### src/rtl/tcp_vlg_tx_info.sv
// -----------------------------------------------------------------------------
// tcp_vlg_tx_info
// Packet information table for the TCP transmit path.
//
// The table stores packet descriptors in a circular buffer and offers them to
// the TX engine over a valid/ready port. It sends each packet once, and
// retransmits the head packet when no ACK progress is seen for RTO_TICKS
// cycles. Cumulative ACKs free entries from the head.
//
// Ports
//   clk_i      : clock, rising edge
//   rst_ni     : synchronous reset, active low
//   flush_i    : clear the table and all scheduling state
//   add_i      : store pkt_i (one-cycle request)
//   pkt_i      : descriptor to store (tries field ignored)
//   ack_val_i  : ack_i is valid this cycle
//   ack_i      : cumulative acknowledgement number
//   out_val_o  : out_pkt_o is offered to the TX engine
//   out_rdy_i  : TX engine accepts out_pkt_o
//   out_pkt_o  : descriptor to transmit, tries = 1-based transmission ordinal
//   full_o     : table holds DEPTH entries
//   empty_o    : table holds no entries
//   dead_o     : sticky, head packet exhausted MAX_TRIES transmissions
// -----------------------------------------------------------------------------
package tcp_vlg_tx_info_pkg;
   typedef logic [31:0] tcp_num_t;

   typedef struct packed {
      tcp_num_t    start;
      tcp_num_t    stop;
      logic [15:0] length;
      logic [15:0] cks;
      logic [3:0]  tries;
   } tcp_pkt_t;
endpackage

module tcp_vlg_tx_info
   import tcp_vlg_tx_info_pkg::*;
#(
   parameter int DEPTH     = 8,
   parameter int RTO_TICKS = 2500,
   parameter int MAX_TRIES = 5
) (
   input  logic     clk_i,
   input  logic     rst_ni,
   input  logic     flush_i,
   input  logic     add_i,
   input  tcp_pkt_t pkt_i,
   input  logic     ack_val_i,
   input  tcp_num_t ack_i,
   output logic     out_val_o,
   input  logic     out_rdy_i,
   output tcp_pkt_t out_pkt_o,
   output logic     full_o,
   output logic     empty_o,
   output logic     dead_o
);
   localparam int AW = $clog2(DEPTH);
   localparam int PW = AW + 1;
   localparam int TW = $clog2(RTO_TICKS + 1);

   typedef logic [PW-1:0] ptr_t;
   typedef enum logic [1:0] {S_IDLE, S_SEND, S_RTX} state_t;

   localparam ptr_t          DEPTH_P = PW'(DEPTH);
   localparam logic [TW-1:0] RTO_T   = TW'(RTO_TICKS);
   localparam logic [3:0]    MAX_T   = 4'(MAX_TRIES);

   tcp_pkt_t   mem_q   [DEPTH];
   logic [3:0] tries_q [DEPTH];

   state_t        state_q, state_d;
   tcp_pkt_t      out_pkt_q, out_pkt_d;
   ptr_t          rd_ptr_q, rd_ptr_d;
   ptr_t          snd_ptr_q, snd_ptr_d;
   ptr_t          wr_ptr_q, wr_ptr_d;
   ptr_t          cur_ptr_q, cur_ptr_d;     // entry currently offered
   logic [TW-1:0] timer_q, timer_d;
   logic          dead_q, dead_d;
   tcp_num_t      ack_q, ack_d;
   logic          ack_seen_q, ack_seen_d;  // ack_q holds a real ACK

   ptr_t       count;
   tcp_pkt_t   head_pkt;
   logic [3:0] head_tries;
   tcp_num_t   ack_diff;
   logic       purge;
   logic       add_go;
   logic       timeout;
   logic       cur_live;
   logic       wb_en;

   assign count      = wr_ptr_q - rd_ptr_q;
   assign full_o     = (count == DEPTH_P);
   assign empty_o    = (count == '0);
   assign head_pkt   = mem_q[rd_ptr_q[AW-1:0]];
   assign head_tries = tries_q[rd_ptr_q[AW-1:0]];
   // Modular sequence compare: acked when ack - stop is non-negative.
   assign ack_diff   = ack_q - head_pkt.stop;
   assign purge      = ack_seen_q && !empty_o && !ack_diff[31];
   assign add_go     = add_i && !full_o && !flush_i;
   assign timeout    = !empty_o && (timer_q == RTO_T);
   // A purged offered entry lies behind rd_ptr, so its offset wraps past count.
   assign cur_live   = ((cur_ptr_q - rd_ptr_q) < count);

   assign out_val_o  = (state_q != S_IDLE);
   assign out_pkt_o  = out_pkt_q;
   assign dead_o     = dead_q;

   always_comb begin
      state_d    = state_q;
      out_pkt_d  = out_pkt_q;
      rd_ptr_d   = rd_ptr_q;
      snd_ptr_d  = snd_ptr_q;
      wr_ptr_d   = wr_ptr_q;
      cur_ptr_d  = cur_ptr_q;
      timer_d    = timer_q;
      dead_d     = dead_q;
      ack_d      = ack_q;
      ack_seen_d = ack_seen_q;
      wb_en      = 1'b0;

      if (ack_val_i) begin
         ack_d      = ack_i;
         ack_seen_d = 1'b1;
      end

      if (add_go) begin
         wr_ptr_d = wr_ptr_q + PW'(1);
      end

      if (!empty_o && head_tries != 4'd0 && state_q == S_IDLE && timer_q != RTO_T) begin
         timer_d = timer_q + TW'(1);
      end

      if (timeout && head_tries == MAX_T) begin
         dead_d = 1'b1;
      end

      case (state_q)
         S_IDLE: begin
            // Nothing is loaded in a purge cycle so an entry being freed is never offered.
            if (!purge) begin
               if (timeout && !dead_q && head_tries < MAX_T) begin
                  state_d         = S_RTX;
                  out_pkt_d       = head_pkt;
                  out_pkt_d.tries = head_tries + 4'd1;
                  cur_ptr_d       = rd_ptr_q;
               end else if (snd_ptr_q != wr_ptr_q) begin
                  state_d         = S_SEND;
                  out_pkt_d       = mem_q[snd_ptr_q[AW-1:0]];
                  out_pkt_d.tries = 4'd1;
                  cur_ptr_d       = snd_ptr_q;
               end
            end
         end
         default: begin
            if (out_rdy_i) begin
               state_d = S_IDLE;
               wb_en   = cur_live;
               if (cur_ptr_q == rd_ptr_q) begin
                  timer_d = '0;
               end
               // If a purge already moved snd_ptr past this entry, leave it.
               if (state_q == S_SEND && snd_ptr_q == cur_ptr_q) begin
                  snd_ptr_d = snd_ptr_q + PW'(1);
               end
            end
         end
      endcase

      if (purge) begin
         rd_ptr_d = rd_ptr_q + PW'(1);
         timer_d  = '0;
         if (snd_ptr_d == rd_ptr_q) begin
            snd_ptr_d = rd_ptr_q + PW'(1);
         end
      end

      if (flush_i) begin
         state_d    = S_IDLE;
         rd_ptr_d   = '0;
         snd_ptr_d  = '0;
         wr_ptr_d   = '0;
         cur_ptr_d  = '0;
         timer_d    = '0;
         dead_d     = 1'b0;
         ack_seen_d = 1'b0;   // stale ACKs must not free packets added after a flush
         wb_en      = 1'b0;
      end
   end

   always_ff @(posedge clk_i) begin
      if (!rst_ni) begin
         state_q    <= S_IDLE;
         out_pkt_q  <= '0;
         rd_ptr_q   <= '0;
         snd_ptr_q  <= '0;
         wr_ptr_q   <= '0;
         cur_ptr_q  <= '0;
         timer_q    <= '0;
         dead_q     <= 1'b0;
         ack_q      <= '0;
         ack_seen_q <= 1'b0;
      end else begin
         state_q    <= state_d;
         out_pkt_q  <= out_pkt_d;
         rd_ptr_q   <= rd_ptr_d;
         snd_ptr_q  <= snd_ptr_d;
         wr_ptr_q   <= wr_ptr_d;
         cur_ptr_q  <= cur_ptr_d;
         timer_q    <= timer_d;
         dead_q     <= dead_d;
         ack_q      <= ack_d;
         ack_seen_q <= ack_seen_d;
      end
   end

   // Table storage; a new entry's tries write wins over any writeback.
   always_ff @(posedge clk_i) begin
      if (rst_ni) begin
         if (wb_en) begin
            tries_q[cur_ptr_q[AW-1:0]] <= out_pkt_q.tries;
         end
         if (add_go) begin
            mem_q[wr_ptr_q[AW-1:0]]   <= pkt_i;
            tries_q[wr_ptr_q[AW-1:0]] <= 4'd0;
         end
      end
   end

   always @(posedge clk_i) begin
      if (rst_ni && !flush_i && add_i) begin
         assert (!full_o) else $warning("tcp_vlg_tx_info: add request while full was dropped");
      end
   end
endmodule

### config.mk
export PLATFORM = sky130hd
export DESIGN_NAME = tcp_vlg_tx_info
export DESIGN_NICKNAME = d
export VERILOG_FILES = /design/src/rtl/tcp_vlg_tx_info.sv
export SDC_FILE = /design/constraint.sdc
export NUM_CORES = 1
export LEC_CHECK = 0
export CAP_MARGIN = 20
export CORE_MARGIN = 5
export CORE_UTILIZATION = 55
export CTS_CLUSTER_DIAMETER = 120
export CTS_CLUSTER_SIZE = 30
export DETAILED_ROUTE_END_ITERATION = 7
export DONT_BUFFER_PORTS = 1
export GPL_TIMING_DRIVEN = 0
export PLACE_DENSITY = 0.79
export RECOVER_POWER = 25
export SLEW_MARGIN = 20
export SYNTH_ARGS = -nofsm -noshare
export SYNTH_HDL_FRONTEND = slang
export SYNTH_SLANG_ARGS = --single-unit
### constraint.sdc
create_clock -name clk_i -period 12.9 [get_ports clk_i]
set_input_delay 2.58 -clock clk_i [delete_from_list [all_inputs] [get_ports clk_i]]
set_output_delay 2.58 -clock clk_i [all_outputs]
set_load 0.03 [all_outputs]
# == After elaboration in Yosys (flattened, before gate mapping) ==
# Memory sizes are Yosys's and may differ from the RTL's. A register that Yosys moved wholly into a read port is not among the register bits.
# Index checks and enable logic that the tools add are counted.
# Widths: inputs -> output; s select.
# op_classes
order_cmp,2
reduce_logical,27
addsub,8
bitwise,2
n_mul,0
eq_ne,11
n_shift,0
div_mod_pow,0
mux,32
# op_table
cell,n
$mux 100,2
$mux 12,4
$sub 32x32->32,1
$mux 4,7
$add 4x1->4 const B,4
$mux 3,5
$add 12x1->12 const B,1
$eq 12x12->1 const B,1
$eq 4x4->1,3
$logic_and 1x1->1,12
$ne 12x12->1 const B,1
$mux 2,5
$mux 1,9
$sub 4x4->4,2
$reduce_and 3->1,2
$reduce_bool 2->1,3
$logic_not 1->1,5
$eq 4x3->1 const B,1
$eq 4x4->1 const B,1
$logic_not 4->1,1
$lt 4x3->1 const B,1
$lt 4x4->1,1
$ne 4x4->1,1
$reduce_bool 4->1,1
7 further kinds,8
# totals
latchBits,0
romBits,0
register_bits,164
ram_bits,832
mem_count,2
word_cells,98
# mem_list
memory,depth,width,rd,rd_ports_with_merged_regs,write_ports,line,source
mem_q,8,100,2,2,1,69,tcp_pkt_t mem_q [DEPTH];
tries_q,8,4,1,1,2,70,logic [3:0] tries_q [DEPTH];

# == Longest topological paths before layout ==
# Gate-level depths: netlist of the first run.
# logic_depth
word_depth,10
depth_mapped,17

# == Least setup slack after synthesis of the first run ==
# No wires, ideal clock.
# synth_timing
path_type,input-to-reg
start,in rst_ni
end,"mem mem_q[0][10] (netlist name), enable pin"
cell_stages,4
setup_ns,0.677
arrival_time_ns,9.926
n_path_buf,0
path_slack_ns,2.297
t_required_ns,12.223
cell_sequence,clkinv_1 -> nor2_1 -> nand3_1 -> nor3_1
# synth_between
elab_chain_cells,2
# synth_lines
element,line,source
start: declaration,45,"input logic rst_ni,"
$mux 1,221,if (rst_ni) begin
$mux 1 (not written as such),226,mem_q[wr_ptr_q[AW-1:0]] <= pkt_i;
end: declaration,69,
# No other way between the ends.

==> results of run 1 <==
==> layer usage <==
metal | track usage (%) | share of wire [%] | vias to the layer above
met5 | 0 | 0 | -
met4 | 8.89 | 3.8 | 0
met3 | 6.75 | 10 | 251
li1 | - | - | 10500
met1 | 34.8 | 36 | 13400
met2 | 46.3 | 50 | 1348
==> power groups by stage <==
stage / Clock, mW / Sequential [mW] / Combinational (mW)
detailed placement: 0 / 3.54 / 0.236
finish: 1.54 / 3.47 / 0.238
floorplan: 0 / 3.53 / 0.167
global route: 1.66 / 3.48 / 0.255
global placement: 0 / 3.55 / 0.222
CTS: 1.55 / 3.47 / 0.237
==> area by class of cell <==
class	count	area [sq um]
Fill cell	5567	32000
Antenna cell	1	2.50
Clock buffer	65	1070
Tap cell	1060	1330
Multi-Input combinational cell	1400	16500
Clock inverter	3	58.8
Sequential cell	967	27000
Timing Repair Buffer	76	1320
Buffer	186	833
Inverter	18	67.6
==> through the flow <==
stage               hold slack, ps  setup slack, ps  utilization (%)  instance area, sq um
floorplan                      440             2300                -                 44400
global placement               461            -6060             56.9                 45700
detailed placement             478             5420             58.6                 47100
CTS                            509             5350             60.0                 48200
global route                   526             4820             60.1                 48200
finish                         509             5230             60.1                 48200
==> synth_stat cells (all sizes together) (3+ instances only) <==
cell    count
inv        17
nor4        6
edfxtp    768
nand3      21
clkbuf    116
xor2       22
a21oi      18
o31ai       3
mux2i     329
xnor2      19
nand2b      4
dfxtp     199
nor3        7
a21o        4
mux2       68
buf        70
mux4      392
o211ai     65
nand4       8
o21a        4
nand2     217
nor3b       5
a211oi      7
nor2      107
and3        8
ha         47
o21ai      10
==> state kept, by name (all words and copies together) (netlist names), named ones only <==
signal,flops
ack_seen_q,1
state_q,2
timer_q,12
rd_ptr_q,4
dead_o,1
mem_q,768
tries_q,32
snd_ptr_q,4
wr_ptr_q,4
out_pkt_o,100
ack_q,32
cur_ptr_q,4
==> logic make-up after synthesis <==
logic type	share of synthesized area (%)
muxes	29.0
AOI/OAI and AO/OA	2.05
adders and majority gates	1.41
xor gates and xnor gates	0.809
DFF	60.9
and+or+nand+nor	3.76
buffers and inverters	2.00
==> worst min-delay path by stage <==
stage / from / to / cells past startpoint
6_report: tries_q[3][3] / tries_q[3][3] / 2
2_1_floorplan: ack_seen_q / ack_seen_q / 2
4_1_cts: tries_q[2][0] / tries_q[2][0] / 2
3_3_place_gp: ack_seen_q / ack_seen_q / 2
3_5_place_dp: tries_q[2][0] / tries_q[2][0] / 2
5_1_grt: ack_seen_q / ack_seen_q / 2
==> worst max-delay path: cells and delay by family (launching register included) <==
| family | cells | cell delay [ps] |
|---|---|---|
| buffers and inverters | 6 | 3180 |
| AOI/OAI and AO/OA | 2 | 1090 |
| DFF | 1 | 330 |
| muxes | 3 | 1340 |
| and+or+nand+nor | 4 | 1310 |
| adders and majority gates | 1 | 270 |
==> results.json, run 1 <==
{
  "grt_pass1_vias": 26700,
  "clock_power_share_pct": 29.3,
  "hold_buffers": 0,
  "place.gp.congestion": 0.864,
  "critPathSlowestCell": "clkbuf_1",
  "fp.dieH_microns": 294,
  "via_per_inst": 6.76,
  "required_ps": 13450,
  "firstDrtPassIters": 6,
  "seqPwrFrac_pct": 66.2,
  "crit_chain": "buf_2 -> clkbuf_1 -> clkbuf_1 -> buf_2 -> mux4_2 -> mux2i_1 -> ha_1 -> nand4_1 -> nor4_1 -> o2111ai_1 -> a211oi_2 -> nor2_4 -> nand3_1 -> buf_6 -> buf_6 -> mux2i_1",
  "cts_inserted_buffers": 38,
  "p_int_mw": 4.09,
  "swShare_pct": 22.1,
  "reg2reg_to": "out_pkt_o[75]",
  "drc": 0,
  "max-vdd-ir-drop_v": 0.0000999,
  "power.density_mw_per_mm2": 109,
  "period_minus_slack_ps": 7670,
  "ant_nets": 0,
  "p_leak_nw": 15.6,
  "maxSlewViolCount": 0,
  "min_path_type": "reg2reg",
  "endpoint_kind": "flip-flop",
  "synth_area_leader_cell": "edfxtp_1",
  "dp_hpwl_mm": 83.7,
  "syn-cell-area_sq_mm": 0.0444,
  "ys_ff_latch": 967,
  "reg2reg_depth": 16,
  "htreeDepth": 2,
  "final_cell_count_no_fill": 3776,
  "synth_edf_count": 768,
  "start_util_pct": 55.3,
  "port_buffers": 0,
  "area_growth_pct": 8.68,
  "netSwitchingPower_mw": 1.16,
  "syn-num-nets": 2758,
  "num_rows": 104,
  "layout_commonest_cell": "edfxtp_1",
  "dpl.cell_count": 3705,
  "crit_path_max_incr_delay_ps": 920,
  "cp-endpoint": "out_pkt_o[75]",
  "postCtsResizedCells": 0,
  "fin_tns_setup_ps": 0,
  "synth_cell_type_count": 58,
  "die_x_microns": 294,
  "fin_crit_sh_pct": 59.4,
  "synthArstFlopShare_pct": 0,
  "cts.sinks": 967,
  "cts_tree": "done",
  "grt.overflow.total": 0,
  "max-clock-path-buffers": 3,
  "ys_seq_area_share_pct": 60.9,
  "nets": 2874,
  "avgSynthCellArea_sq_um": 17.3,
  "ys_top_cells_by_area": "edfxtp_1 (52%), mux4_2 (20%), dfxtp_1 (9.0%), mux2i_1 (7.4%), nand2_1 (1.8%)",
  "grtUsageTotal_pct": 27.2,
  "num_io_pins": 242,
  "r2r_setup_slack_ps": 5230,
  "cts_root_buf": "clkbuf_16",
  "fin_skew_ps": 50.2,
  "drv_cap": 0,
  "yosysTopAreaCellShare_pct": 52.0,
  "cp_data_arrival_time_ps": 8210,
  "cts.clk_slew.worst_paths_ps": 120,
  "hold_viol": 0,
  "slew_headroom_pct": 19.7,
  "worstMarginPinSlew_ps": 1200,
  "synth_ff_type": "edfxtp_1",
  "grt_pass1_wl_mm": 175,
  "worstSkewPairLatency_ps": 650,
  "rsz0062_at_grt": "no",
  "wl_per_cell_microns": 31.4,
  "finalPower_mw": 5.25,
  "coreArea_sq_mm": 0.0803,
  "critPathMaxFanout": 10,
  "clock.fmax_mhz": 130,
  "die_area_sq_mm": 0.0865,
  "vias": 25500,
  "yosys_warnings": 0,
  "final-setup-viol-count": 0,
  "drt_iter0_markers": 3276,
  "combinationalPowerShare_pct": 4.5,
  "syn_inst": 2571,
  "status": "finished, final reports clean",
  "postCtsSetupRepairBufs": 0,
  "start_kind": "flip-flop",
  "worstSetupPathType": "reg2reg",
  "grt_antenna_before_repair": 3,
  "grt_max_degree": 32,
  "drive_gt1_share_pct": 23.6,
  "layout_common_cells": "edfxtp_1 (768), mux4_2 (392), mux2i_1 (329)",
  "drt_wl_total_mm": 119
}
Power figures use the tool's default switching activity.
==> run 2: changes to the inputs <==
Clock period 12.9 ns to 7.6 ns, I/O delays scaled along.
==> results.json, run 2 (synthesized netlist as in run 1, its figures left out) <==
{
  "port_buffers": 0,
  "regArea_sq_mm": 0.0270,
  "nets": 2858,
  "final_cell_count_no_fill": 3765,
  "htreeDepth": 2,
  "drt_wl_total_mm": 118,
  "grt_pass1_wl_mm": 174,
  "finalPower_mw": 8.92,
  "critPathMaxFanout": 10,
  "layout_common_cells": "edfxtp_1 (768), mux4_2 (392), mux2i_1 (329)",
  "swShare_pct": 21.7,
  "drive_gt1_share_pct": 23.2,
  "drt_iter0_markers": 3002,
  "path_buf_inv": 6,
  "max-vdd-ir-drop_v": 0.000146,
  "postCtsSetupRepairBufs": 0,
  "num_io_pins": 242,
  "area_growth_pct": 8.45,
  "fin_skew_ps": 22.5,
  "largest_reg_flops": 768,
  "ant_nets": 0,
  "hold_viol": 0,
  "fin_crit_sh_pct": 94.3,
  "fin_area_sq_mm": 0.0481,
  "cts.clk_slew.worst_paths_ps": 110,
  "cts_root_buf": "clkbuf_16",
  "crit_path_max_incr_delay_ps": 950,
  "postCtsResizedCells": 0,
  "post_dp_cell_area_sq_mm": 0.0469,
  "grt.overflow.total": 0,
  "grt_max_degree": 32,
  "maxSlewViolCount": 0,
  "place.gp.congestion": 0.851,
  "drc": 0,
  "worstSkewPairLatency_ps": 620,
  "min_path_type": "reg2reg",
  "fill_cells": 5620,
  "seqPwrFrac_pct": 66.1,
  "num_rows": 104,
  "cts_inserted_buffers": 38,
  "required_ps": 8140,
  "grt_antenna_before_repair": 1,
  "dp_hpwl_mm": 82.7,
  "cp_data_arrival_time_ps": 7710,
  "die_area_sq_mm": 0.0865,
  "hold_buffers": 0,
  "cts_tree": "done",
  "whs_ps": 503,
  "wl_per_cell_microns": 31.5,
  "rsz0062_at_grt": "no",
  "critPathTopFamily": "buffers and inverters",
  "power.density_mw_per_mm2": 185,
  "combinationalPowerShare_pct": 4.5,
  "crit_chain": "buf_2 -> clkbuf_1 -> clkbuf_1 -> buf_2 -> mux4_2 -> mux2i_1 -> ha_1 -> and4_1 -> a221o_1 -> a2111oi_1 -> and4b_4 -> nor2_4 -> nand3_1 -> buf_6 -> buf_6 -> mux2i_1",
  "drv_cap": 0,
  "worstMarginPinSlew_ps": 1230,
  "die_x_microns": 294,
  "worstSetupPathType": "reg2reg",
  "via_per_inst": 6.77,
  "period_minus_slack_ps": 7170,
  "dpl.cell_count": 3688,
  "clock_power_share_pct": 29.3,
  "critPathSlowestCell": "a2111oi_1",
  "max-clock-path-buffers": 3,
  "slew_headroom_pct": 18.1,
  "status": "finished, final reports clean",
  "grt_pass1_vias": 26600,
  "start_kind": "flip-flop",
  "p_int_mw": 6.98,
  "multi_input_comb_area_sq_mm": 0.0165,
  "p_leak_nw": 15.5,
  "netSwitchingPower_mw": 1.94,
  "layout_commonest_cell": "edfxtp_1",
  "vias": 25500,
  "firstDrtPassIters": 7,
  "endpoint_kind": "flip-flop",
  "coreArea_sq_mm": 0.0803,
  "start_util_pct": 55.3,
  "grtUsageTotal_pct": 27.1,
  "fp.dieH_microns": 294,
  "clock.fmax_mhz": 140,
  "final-setup-viol-count": 0,
  "cts.sinks": 967
}
## run 2: changes by cell type in the layout (fill, tap and decap cells not counted), sizes merged
cell / previous run / this run
buf: 141 / 123
clkbuf: 186 / 189
clkinv: 2 / 5
diode: 1 / 4
inv: 19 / 17
## run 2: power by group through the flow
stage               clock (mW)  sequential [mW]  combinational [mW]
CTS                       2.64             5.90               0.402
finish                    2.61             5.90               0.404
global placement             0             6.02               0.376
global route              2.86             5.90               0.432
floorplan                    0             5.99               0.283
detailed placement           0             6.02               0.400
## run 2: metrics by stage
stage	TNS (ps)	setup slack (ps)	utilization, %
global route	0	87.2	59.9
global placement	-3498880	-4810	57.0
CTS	0	340	59.9
finish	0	434	60.0
floorplan	0	709	-
detailed placement	0	394	58.5
## run 2: path summary, 6_finish.rpt
kind,startpoint,slack (ps),end,cells past startpoint
setup / recovery,flip-flop,430,out_pkt_o[65],16
setup reg to reg,flip-flop,430,out_pkt_o[65],16
hold reg to reg,state_q[1],500,state_q[1],2
hold / removal,state_q[1],500,state_q[1],2
## run 2: area by class of cell
cell class | count | area share [%]
clock inverters | 4 | 0.0728
inverters | 18 | 0.140
plain buffers | 186 | 1.73
repair buffers | 60 | 2.45
clock buffers | 66 | 2.33
well taps | 1060 | 2.76
diodes | 4 | 0.0208
multi-input cells | 1400 | 34.3
flip-flops and latches | 967 | 56.2
## run 2: worst reg2reg max path: cells and delay by family (launching register included)
kind / cells / cell delay [ps]
AOI/OAI and AO/OA: 2 / 1330
and+or+nand+nor: 4 / 860
DFF: 1 / 320
buffers and inverters: 6 / 3120
muxes: 3 / 1170
adders and majority gates: 1 / 310
## run 2: layer usage
metal / vias up / wire (microns) / global-route usage, %
met5: - / 13 / 0
met4: 2 / 4330 / 9.17
met3: 233 / 13300 / 7.69
met2: 1436 / 58900 / 45.3
met1: 13300 / 41900 / 34.6
li1: 10500 / - / -
